$ cat config.mk
export PLATFORM = sky130hd
export DESIGN_NAME = pio_mem_rd_arb
export DESIGN_NICKNAME = d
export VERILOG_FILES = /design/src/rtl/pio_mem_rd_arb_pkg.sv /design/src/rtl/pio_mem_rd_arb_id_fifo.sv /design/src/rtl/pio_mem_rd_arb.sv
export SDC_FILE = /design/constraint.sdc
export NUM_CORES = 1
export LEC_CHECK = 0
export CAP_MARGIN = 20
export CORE_MARGIN = 5
export CORE_UTILIZATION = 40
export CTS_BUF_LIST = sky130_fd_sc_hd__clkbuf_4 sky130_fd_sc_hd__clkbuf_8 sky130_fd_sc_hd__clkbuf_16
export DETAILED_ROUTE_END_ITERATION = 7
export PLACE_DENSITY = 0.68
export RECOVER_POWER = 100
export SLEW_MARGIN = 10
export SYNTH_ARGS = -nofsm -noshare
export SYNTH_HDL_FRONTEND = slang
export SYNTH_SLANG_ARGS = --single-unit
$ cat constraint.sdc
create_clock -name clk -period 4.2 [get_ports clk]
set_input_delay 0.42 -clock clk [delete_from_list [all_inputs] [get_ports clk]]
set_output_delay 0.42 -clock clk [all_outputs]
set_load 0.02 [all_outputs]
$ cat src/rtl/pio_mem_rd_arb_pkg.sv
// pio_mem_rd_arb_pkg
//   Shared types and helpers for the PIO memory read arbiter.
//   rr_pick() does a round-robin search over a request vector padded to
//   MAX_REQ bits, starting at index 'start' and wrapping modulo 'n'.
package pio_mem_rd_arb_pkg;

  localparam int MAX_REQ       = 8;
  localparam int MAX_REQ_NBITS = 3;

  typedef struct packed {
    logic                     found;
    logic [MAX_REQ_NBITS-1:0] idx;
  } rr_pick_t;

  function automatic rr_pick_t rr_pick(input logic [MAX_REQ-1:0]       req,
                                       input logic [MAX_REQ_NBITS-1:0] start,
                                       input int unsigned              n);
    rr_pick_t    r;
    int unsigned idx;
    r = '0;
    for (int unsigned k = 0; k < MAX_REQ; k++) begin
      idx = (32'(start) + k) % n;
      if (k < n && !r.found && req[idx[MAX_REQ_NBITS-1:0]]) begin
        r.found = 1'b1;
        r.idx   = idx[MAX_REQ_NBITS-1:0];
      end
    end
    return r;
  endfunction

endpackage

$ cat src/rtl/pio_mem_rd_arb_id_fifo.sv
// pio_arb_id_fifo
//   Flop-based FIFO holding the requester ID of every read in flight.
//   Pointers carry one extra wrap bit so full and empty are distinct.
// Ports:
//   clk, rst_n      clock, async active-low reset (clears pointers only)
//   push/push_data  enqueue an ID
//   pop             dequeue the head (caller guarantees non-empty)
//   head            oldest ID
//   empty/full      status
//   count           current occupancy, 0..2^FIFO_NBITS
module pio_arb_id_fifo
  import pio_mem_rd_arb_pkg::*;
#(
  parameter int REQ_NBITS  = 2,
  parameter int FIFO_NBITS = 2
) (
  input  logic                  clk,
  input  logic                  rst_n,
  input  logic                  push,
  input  logic [REQ_NBITS-1:0]  push_data,
  input  logic                  pop,
  output logic [REQ_NBITS-1:0]  head,
  output logic                  empty,
  output logic                  full,
  output logic [FIFO_NBITS:0]   count
);

  localparam int DEPTH = 1 << FIFO_NBITS;

  logic [REQ_NBITS-1:0] mem [DEPTH];
  logic [FIFO_NBITS:0]  wr_ptr;
  logic [FIFO_NBITS:0]  rd_ptr;
  logic                 do_push;
  logic                 do_pop;

  assign count   = wr_ptr - rd_ptr;
  assign empty   = (count == '0);
  assign full    = (count == (FIFO_NBITS+1)'(DEPTH));
  assign head    = mem[rd_ptr[FIFO_NBITS-1:0]];
  // A pop in the same cycle frees the slot, so push is still legal when full.
  assign do_push = push & (~full | pop);
  assign do_pop  = pop & ~empty;

  always_ff @(posedge clk or negedge rst_n) begin
    if (!rst_n) begin
      wr_ptr <= '0;
      rd_ptr <= '0;
    end else begin
      if (do_push) wr_ptr <= wr_ptr + 1'b1;
      if (do_pop)  rd_ptr <= rd_ptr + 1'b1;
    end
  end

  always_ff @(posedge clk) begin
    if (do_push) mem[wr_ptr[FIFO_NBITS-1:0]] <= push_data;
  end

endmodule

$ cat src/rtl/pio_mem_rd_arb.sv
// pio_mem_rd_arb
//   Round-robin arbiter sharing the single application read port of the
//   PIO memory between NUM_REQ requesters. One read issues per cycle at
//   most; the issuing requester's ID is queued and each returned word is
//   steered back with a one-cycle rsp_ack.
// Ports:
//   clk, rst_n       clock, async active-low reset
//   req, req_addr    per-requester level request and packed read address
//   hold             blocks new grants (in-flight reads still return)
//   gnt              registered one-hot grant
//   app_mem_rd/raddr registered read strobe/address to the memory
//   app_mem_ack/rdata memory return
//   rsp_ack/rsp_data registered one-hot response and shared data
//   err_unexp_ack    sticky: ack arrived with no read outstanding
module pio_mem_rd_arb
  import pio_mem_rd_arb_pkg::*;
#(
  parameter int NUM_REQ     = 4,
  parameter int REQ_NBITS   = 2,
  parameter int WIDTH       = 20,
  parameter int DEPTH_NBITS = 1,
  parameter int FIFO_NBITS  = 2
) (
  input  logic                           clk,
  input  logic                           rst_n,
  input  logic [NUM_REQ-1:0]             req,
  input  logic [NUM_REQ*DEPTH_NBITS-1:0] req_addr,
  input  logic                           hold,
  output logic [NUM_REQ-1:0]             gnt,
  output logic                           app_mem_rd,
  output logic [DEPTH_NBITS-1:0]         app_mem_raddr,
  input  logic                           app_mem_ack,
  input  logic [WIDTH-1:0]               app_mem_rdata,
  output logic [NUM_REQ-1:0]             rsp_ack,
  output logic [WIDTH-1:0]               rsp_data,
  output logic                           err_unexp_ack
);

  localparam int FIFO_DEPTH = 1 << FIFO_NBITS;
  localparam int OCC_W      = FIFO_NBITS + 2;

  logic [NUM_REQ-1:0]     req_eff;
  rr_pick_t               pick;
  logic [REQ_NBITS-1:0]   rr_ptr;
  logic [REQ_NBITS-1:0]   win;
  logic [REQ_NBITS-1:0]   win_q;
  logic [DEPTH_NBITS-1:0] win_addr;
  logic                   issue;
  logic                   room;
  logic                   pop;
  logic                   fifo_empty;
  logic                   fifo_full;
  logic [FIFO_NBITS:0]    fifo_count;
  logic [REQ_NBITS-1:0]   fifo_head;
  logic [OCC_W-1:0]       occ_after;

  // The requester granted last cycle may still show req while it reacts to
  // gnt; masking with the live gnt keeps it from being granted twice.
  assign req_eff  = req & ~gnt;
  assign pick     = rr_pick(MAX_REQ'(req_eff), MAX_REQ_NBITS'(rr_ptr), NUM_REQ);
  assign win      = pick.idx[REQ_NBITS-1:0];
  assign win_addr = req_addr[win*DEPTH_NBITS +: DEPTH_NBITS];

  assign pop = app_mem_ack & ~fifo_empty;

  // Occupancy seen by this cycle's issue: queued IDs, plus the read whose
  // strobe is out now (pushed this edge), minus the one being returned.
  assign occ_after = OCC_W'(fifo_count) + OCC_W'(app_mem_rd) - OCC_W'(pop);
  assign room      = fifo_full ? (pop & ~app_mem_rd)
                               : (occ_after < OCC_W'(FIFO_DEPTH));
  assign issue     = pick.found & ~hold & room;

  always_ff @(posedge clk or negedge rst_n) begin
    if (!rst_n) begin
      gnt           <= '0;
      app_mem_rd    <= 1'b0;
      app_mem_raddr <= '0;
      win_q         <= '0;
      rr_ptr        <= '0;
    end else begin
      gnt        <= issue ? (NUM_REQ'(1) << win) : '0;
      app_mem_rd <= issue;
      if (issue) begin
        app_mem_raddr <= win_addr;
        win_q         <= win;
        rr_ptr        <= (int'(win) == NUM_REQ - 1) ? '0 : win + 1'b1;
      end
    end
  end

  always_ff @(posedge clk or negedge rst_n) begin
    if (!rst_n) begin
      rsp_ack       <= '0;
      rsp_data      <= '0;
      err_unexp_ack <= 1'b0;
    end else begin
      rsp_ack <= pop ? (NUM_REQ'(1) << fifo_head) : '0;
      if (pop) rsp_data <= app_mem_rdata;
      if (app_mem_ack && fifo_empty) err_unexp_ack <= 1'b1;
    end
  end

  pio_arb_id_fifo #(
    .REQ_NBITS (REQ_NBITS),
    .FIFO_NBITS(FIFO_NBITS)
  ) u_id_fifo (
    .clk      (clk),
    .rst_n    (rst_n),
    .push     (app_mem_rd),
    .push_data(win_q),
    .pop      (pop),
    .head     (fifo_head),
    .empty    (fifo_empty),
    .full     (fifo_full),
    .count    (fifo_count)
  );

endmodule

# Yosys cells after proc, flatten, opt, wreduce, memory -nomap -nowiden
# Memories as Yosys holds them, arrays and structs flattened.
# Index checks and enable logic that the tools add are counted.
# classes
div_mod_pow	0
n_eq_ne	2
magnitude_cmp	5
bitwise	13
n_shift	3
muxes	18
multipliers	0
add_sub_neg	9
reduce_logical	8
# op_table
op	n
$mux W4	6
$lt A2 B4 Y1 const B	4
$bmux W1 S2	4
$shl A1 B2 Y4 const A	2
$mux W1	7
$add A3 B1 Y3 const B	2
$and A1 B1 Y1	6
$add A2 B1 Y2 const B	2
$add A2 B2 Y2 const B	2
$add A3 B1 Y4	1
$and A4 B4 Y4	1
$logic_and A1 B1 Y1	4
$lt A4 B3 Y1 const B	1
$not A1 Y1	4
$not A4 Y4	1
$shiftx A4 B3 Y1	1
$sub A4 B1 Y4	1
$eq A3 B3 Y1 const B	1
$logic_not A1 Y1	3
$logic_not A3 Y1	1
$sub A3 B3 Y3	1
$eq A2 B1 Y1 const B	1
$mux W2	1
$or A1 B1 Y1	1
# word_totals
reg_bits	41
word_cells	69
mem_bits_rw	8
in_bits	32
mem_count	1
romBits	0
latch_bits	0
output_inout_bits	31
# memory_table
memory	depth	width	rd	rd_ports_with_merged_regs	write_ports	line	text
u_id_fifo.mem	4	2	1	0	1	pio_mem_rd_arb_id_fifo.sv:30	logic [REQ_NBITS-1:0] mem [DEPTH];

# Longest topological paths before layout
# depth
word_depth	17
ltp_mapped	18
mapped_depth_nobuf	16

# Modules after synthesis
# A second synthesis with hierarchy kept.
# unflattened
cells_unflattened	173
area_unflattened_um2	2314.7
# by_module_without_submodules
module	area_per_inst_um2	instances	seq_area_each_um2	cells_per_inst
pio_mem_rd_arb	1562.7	1	875.8	118
pio_arb_id_fifo	752.0	1	390.4	55

# Least setup slack after synthesis
# OpenSTA, ideal clock, no wires.
# synth_path
path_kind	reg-to-reg
start	register u_id_fifo.rd_ptr[0]
end	register rr_ptr[0]
setup_time_ns	0.125
stages_incl_launch_ff	18
t_arrival_ns	3.462
required_time_ns	4.075
synth_period_minus_slack_ns	3.587
setup_slack_ns	0.613
path_buffers	2
cell_sequence	dfrtp_1 -> ha_1 -> fa_1 -> xnor3_2 -> and3_1 -> nand2b_4 -> buf_6 -> inv_6 -> buf_6 -> ha_1 -> inv_1 -> ha_1 -> nand3b_1 -> a21bo_2 -> a31oi_2 -> nand2_4 -> inv_4 -> mux2_4
# synth_via
elab_chain_cells	8
elab_cells_between_ends	11
cone_classes	3 x add/sub; 1 x order compare; 1 x eq/ne; 1 x mux; 4 x bitwise; 1 x reduce/logical
# synth_lines
item	line	text
from (decl)	pio_mem_rd_arb_id_fifo.sv:32	logic [FIFO_NBITS:0] rd_ptr;
from (signal assigned)	pio_mem_rd_arb_id_fifo.sv:50	if (do_pop) rd_ptr <= rd_ptr + 1'b1;
$sub A3 B3 Y3 (*)	pio_mem_rd_arb_id_fifo.sv:36	assign count = wr_ptr - rd_ptr;
branches (longest 5 deep; another with $add A3 B1 Y4)	--	
$mux W1 (*)	pio_mem_rd_arb.sv:69	assign room = fifo_full ? (pop & ~app_mem_rd)
$and A1 B1 Y1 (*)	pio_mem_rd_arb.sv:71	assign issue = pick.found & ~hold & room;
via issue	pio_mem_rd_arb.sv:48	logic issue;
to (signal assigned)	pio_mem_rd_arb.sv:86	rr_ptr <= (int'(win) == NUM_REQ - 1) ? '0 : win + 1'b1;
to (decl)	pio_mem_rd_arb.sv:44	logic [REQ_NBITS-1:0] rr_ptr;
# Mark *: on every way through the listed nets, which the timed path passes.
# A chain may end at the register's enable or synchronous reset.

# Worst setup path after layout
# Ends and elaborated chain as after synthesis.

==> summary.log <==
qor: worst_setup_path.cp_cell_sequence ha_1, fa_1, xnor3_1, and3_1, nand2b_1, inv_6, ha_1, inv_1, ha_1, nand3b_1, a21bo_2, a31oi_2, nand2_4, inv_4, mux2_4
qor: timing.layout_worst_path_cycle_share 90.5%
qor: grt.grt.met3_usage 3.07%
qor: detailed_routing.ant_nets 0
qor: worst_setup_path.required 4.38 ns
qor: power_and_ir_drop.power-per-cell-area 847 mW/mm^2
qor: placed_design.placement.setup.worst_slack 0.461 ns
qor: placed_design.placedInstanceArea 0.00298 sq mm
qor: final_layout.diodes 0
qor: detailed_routing.wirelength 4410 microns
qor: power_and_ir_drop.intPower 1.50 mW
qor: power_and_ir_drop.leakagePower 1.46 nW
qor: power_and_ir_drop.comb_power_share 57.8%
qor: worst_setup_path.cp_max_fo 25
qor: final_layout.num-nets-final 317
qor: worst_setup_path.ff_to_ff_setup_slack 0.40 ns
qor: worst_setup_path.r2r-start u_id_fifo.rd_ptr[0]$_DFFE_PN0P_
qor: cts.clk_pin_slew 0.08 ns
qor: synth.xor_xnor_fraction_of_synth_area 2.54%
qor: worst_setup_path.timing.critical_path.from u_id_fifo.rd_ptr[0]$_DFFE_PN0P_
qor: power_and_ir_drop.share_seq_of_total_power 31.8%
qor: placed_design.sum_of_net_half_perimeters_after_detailed_placement 3340 microns
qor: timing.measured_slew_at_the_worst_slew_check_pin 2.11 ns
qor: timing.hold_violations 0
qor: placed_design.globalplace.congestion 0.792
qor: grt.grt_first_pass_wirelength 7740 microns
qor: detailed_routing.drt-wirelength-per-cell 12.8 microns
qor: grt.number_of_antenna_violations_at_the_first_check_in_global_routing 0
qor: synth.netlist_instances 207
qor: grt.global_route.overflow_total 0
qor: final_layout.top_library_cells_by_usage_in_the_layout_fill_and_taps_aside nand2_1, dfrtp_1, dlygate4sd3_1
qor: power_and_ir_drop.irDropWorstVdd 544 uV
qor: synth.synth_flop_cell dfrtp_1
qor: synth.postSynth.asyncResetShare 83.7%
qor: cts.clock-sinks 49
qor: detailed_routing.detail_route.drc_violations 0
qor: synth.yosys.area_share.simple 19.5%
qor: worst_setup_path.timing.critical_path.buf_inv 3
qor: timing.grt_setup_unrepaired false
qor: synth.post_synth_fa_ha_maj_area_fraction 7.88%
qor: cts.clock_tree_from_tritoncts built
qor: die.starting_density_of_the_core 41.6%
qor: timing.number_of_max_slew_violations_in_the_final_report 42
qor: grt.use_met2 20.5%
qor: power_and_ir_drop.report.power.total 2.59 mW
qor: die.die_height 86.1 microns
qor: synth.number_of_distinct_library_cell_variants_in_the_gate_level_netlist_after_synthesis 44
qor: timing.setup_violations 0
qor: worst_setup_path.worst_setup_path_endpoint rr_ptr[0]$_DFFE_PN0P_
qor: final_layout.final_util 54.8%
qor: final_layout.most_frequent_standard_cell_in_the_layout_excluding_fill_and_tap_cells nand2_1
qor: synth.ys_seq_elements 49
qor: timing.relSlewSlack -40.8%
qor: synth.syn_area_per_cell 11.2 sq um
qor: die.die-width 86.1 microns
qor: worst_setup_path.critical_path.max_stage_delay 0.47 ns
qor: detailed_routing.first_pass_iters 4
qor: worst_hold_path.hold_class reg2reg
qor: grt.gr-usage-met1 17.8%
qor: synth.synth.net_count 253
qor: worst_setup_path.cpMostUsedCell ha_1
qor: grt.grt_start_max_net_pins 42
qor: die.area_of_the_die 0.00741 sq mm
qor: worst_setup_path.worst_r2r_path_depth 15
qor: cts.cts_made_buffers 5
qor: synth.synth-edff-count 8
qor: synth.dominant_combinational_cell_family_by_area_after_synthesis simple AND/OR/NAND/NOR gates
qor: die.io_pins 63
qor: timing.setup_ws_final 0.398 ns
qor: cts.cts_resized 0
qor: worst_setup_path.critical_path_startpoint_category flip-flop
qor: power_and_ir_drop.clkPwrFrac 10.4%
qor: timing.period_minus_slack 3.80 ns
qor: worst_setup_path.timing.rr.end rr_ptr[0]$_DFFE_PN0P_
qor: power_and_ir_drop.net-switching-power 1.09 mW
qor: final_layout.layout.cell_area.non_filler 0.00306 sq mm
qor: cts.cts.repair_timing.setup_buffer_count 0
qor: timing.clock.fmax 0.263 GHz
qor: cts.post_cts_hold_buffer_count 0
qor: cts.cts-htree-levels 2
qor: die.core_area 0.00557 sq mm
qor: detailed_routing.vias_per_cell 4.64
qor: grt.grt_pass1_vias 1,593
qor: detailed_routing.initialDrtViolationCount 82
qor: synth.muxShareOfSynthArea 3.89%
qor: timing.skew 0.00483 ns
qor: worst_setup_path.crit_path_top_delay_cell dfrtp_1
qor: grt.gr-max-usage-layer met2
qor: synth.seq_area_frac_synth 54.6%
qor: outcome.status complete, but fails checks
qor: cts.cts_root_buf clkbuf_8
qor: synth.synth-compound-area-share 7.18%
qor: synth.mappedNetlistArea 0.00232 sq mm
qor: timing.setup_total_negative_slack 0 ns
qor: die.placement_rows 27
qor: detailed_routing.dr_total_vias 1,595
qor: placed_design.numPortBuffers 62
qor: cts.clk-insertion-delay-late 0.29 ns
qor: worst_setup_path.crit_cells 15
qor: outcome.violations capacitance limit, slew limit
qor: power_and_ir_drop.sw_frac_of_total 42.0%
qor: flow_run.cap_violations 1
qor: final_layout.post_route_cells_drive_above_1_share 9.19%
qor: final_layout.post_synthesis_to_final_layout_area_growth 31.9%
qor: worst_setup_path.timing.critical_path.to_type flip-flop
qor: cts.clockBufferDepth 2
qor: synth.ys.warnings.count 0
qor: worst_setup_path.critPathTopFamily adder cells
qor: worst_setup_path.cp.arrival 3.98 ns
qor: grt.gr-usage-all-layers 13.1%
qor: worst_setup_path.timing_worst_setup_path_type reg2reg
[worst min-delay path by stage]
stage,depth (start not counted),start,to
after floorplan,0,rst_n,app_mem_raddr$_DFFE_PN0P_
final,1,err_unexp_ack$_DFFE_PN0P_,err_unexp_ack$_DFFE_PN0P_
after global routing,1,err_unexp_ack$_DFFE_PN0P_,err_unexp_ack$_DFFE_PN0P_
after CTS,1,rst_n,gnt[0]$_DFF_PN0_
after detailed placement,1,err_unexp_ack$_DFFE_PN0P_,err_unexp_ack$_DFFE_PN0P_
after global placement,1,err_unexp_ack$_DFFE_PN0P_,err_unexp_ack$_DFFE_PN0P_
[metrics by stage]
| step | hold slack, ns | std cells |
|---|---|---|
| 6_report | 0.463 | 344 |
| 5_1_grt | 0.492 | 344 |
| 4_1_cts | 0.281 | 344 |
| 3_5_place_dp | 0.455 | 336 |
| 3_3_place_gp | 0.453 | 336 |
| 2_1_floorplan | 0.124 | 207 |
[routing by layer]
metal	up-vias	part of all wire [%]
li1	815	-
met2	36	49
met3	6	4.6
met1	738	45
met5	-	0
met4	0	1.3
[power by group through the flow]
stage | Sequential [mW] | Combinational [mW] | Clock (mW)
2_1_floorplan | 0.982 | 0.969 | 0
3_3_place_gp | 0.836 | 1.55 | 0
3_5_place_dp | 0.841 | 1.58 | 0
4_1_cts | 0.832 | 1.59 | 0.280
5_1_grt | 0.856 | 1.68 | 0.302
6_report | 0.822 | 1.50 | 0.269
[cell type report]
class                      instances  area (sq um)
multi-input combinational        140           942
timing repair buffer              63           618
fill                             504          2520
inverter                          12          52.6
tap                               72          90.1
clock buffer                       7          83.8
sequential                        49          1270
clock inverter                     1          3.75
[logic make-up (layout without fill, tap and decap cells)]
logic type,after synthesis,in the layout
compound gates,21,21
fa+ha+maj,14,14
simple gates,95,95
buf+inv,18,83
mux,5,5
flops,49,49
xor+xnor,5,5
[registers in the layout (all words and copies together), names as in the netlist, 2 cells and up]
| name | flops |
|---|---|
| rsp_data | 20 |
| u_id_fifo.wr_ptr | 3 |
| gnt | 4 |
| rsp_ack | 4 |
| rr_ptr | 2 |
| u_id_fifo.mem | 8 |
| u_id_fifo.rd_ptr | 3 |
| win_q | 2 |
[cell usage after synthesis (3+ instances only)]
master / n / area (sq um)
nand2_1: 68 / 255
dfrtp_1: 41 / 1030
ha_1: 13 / 163
inv_1: 10 / 37.5
edfxtp_1: 8 / 240
and2_1: 4 / 25.0
and3_2: 4 / 30.0
nand2b_1: 4 / 25.0
a211oi_1: 3 / 22.5
and3_1: 3 / 18.8
buf_6: 3 / 33.8
mux2_4: 3 / 45.0
o21ai_0: 3 / 15.0
xnor2_1: 3 / 26.3
Note: power is estimated with default switching activity, not from simulation.
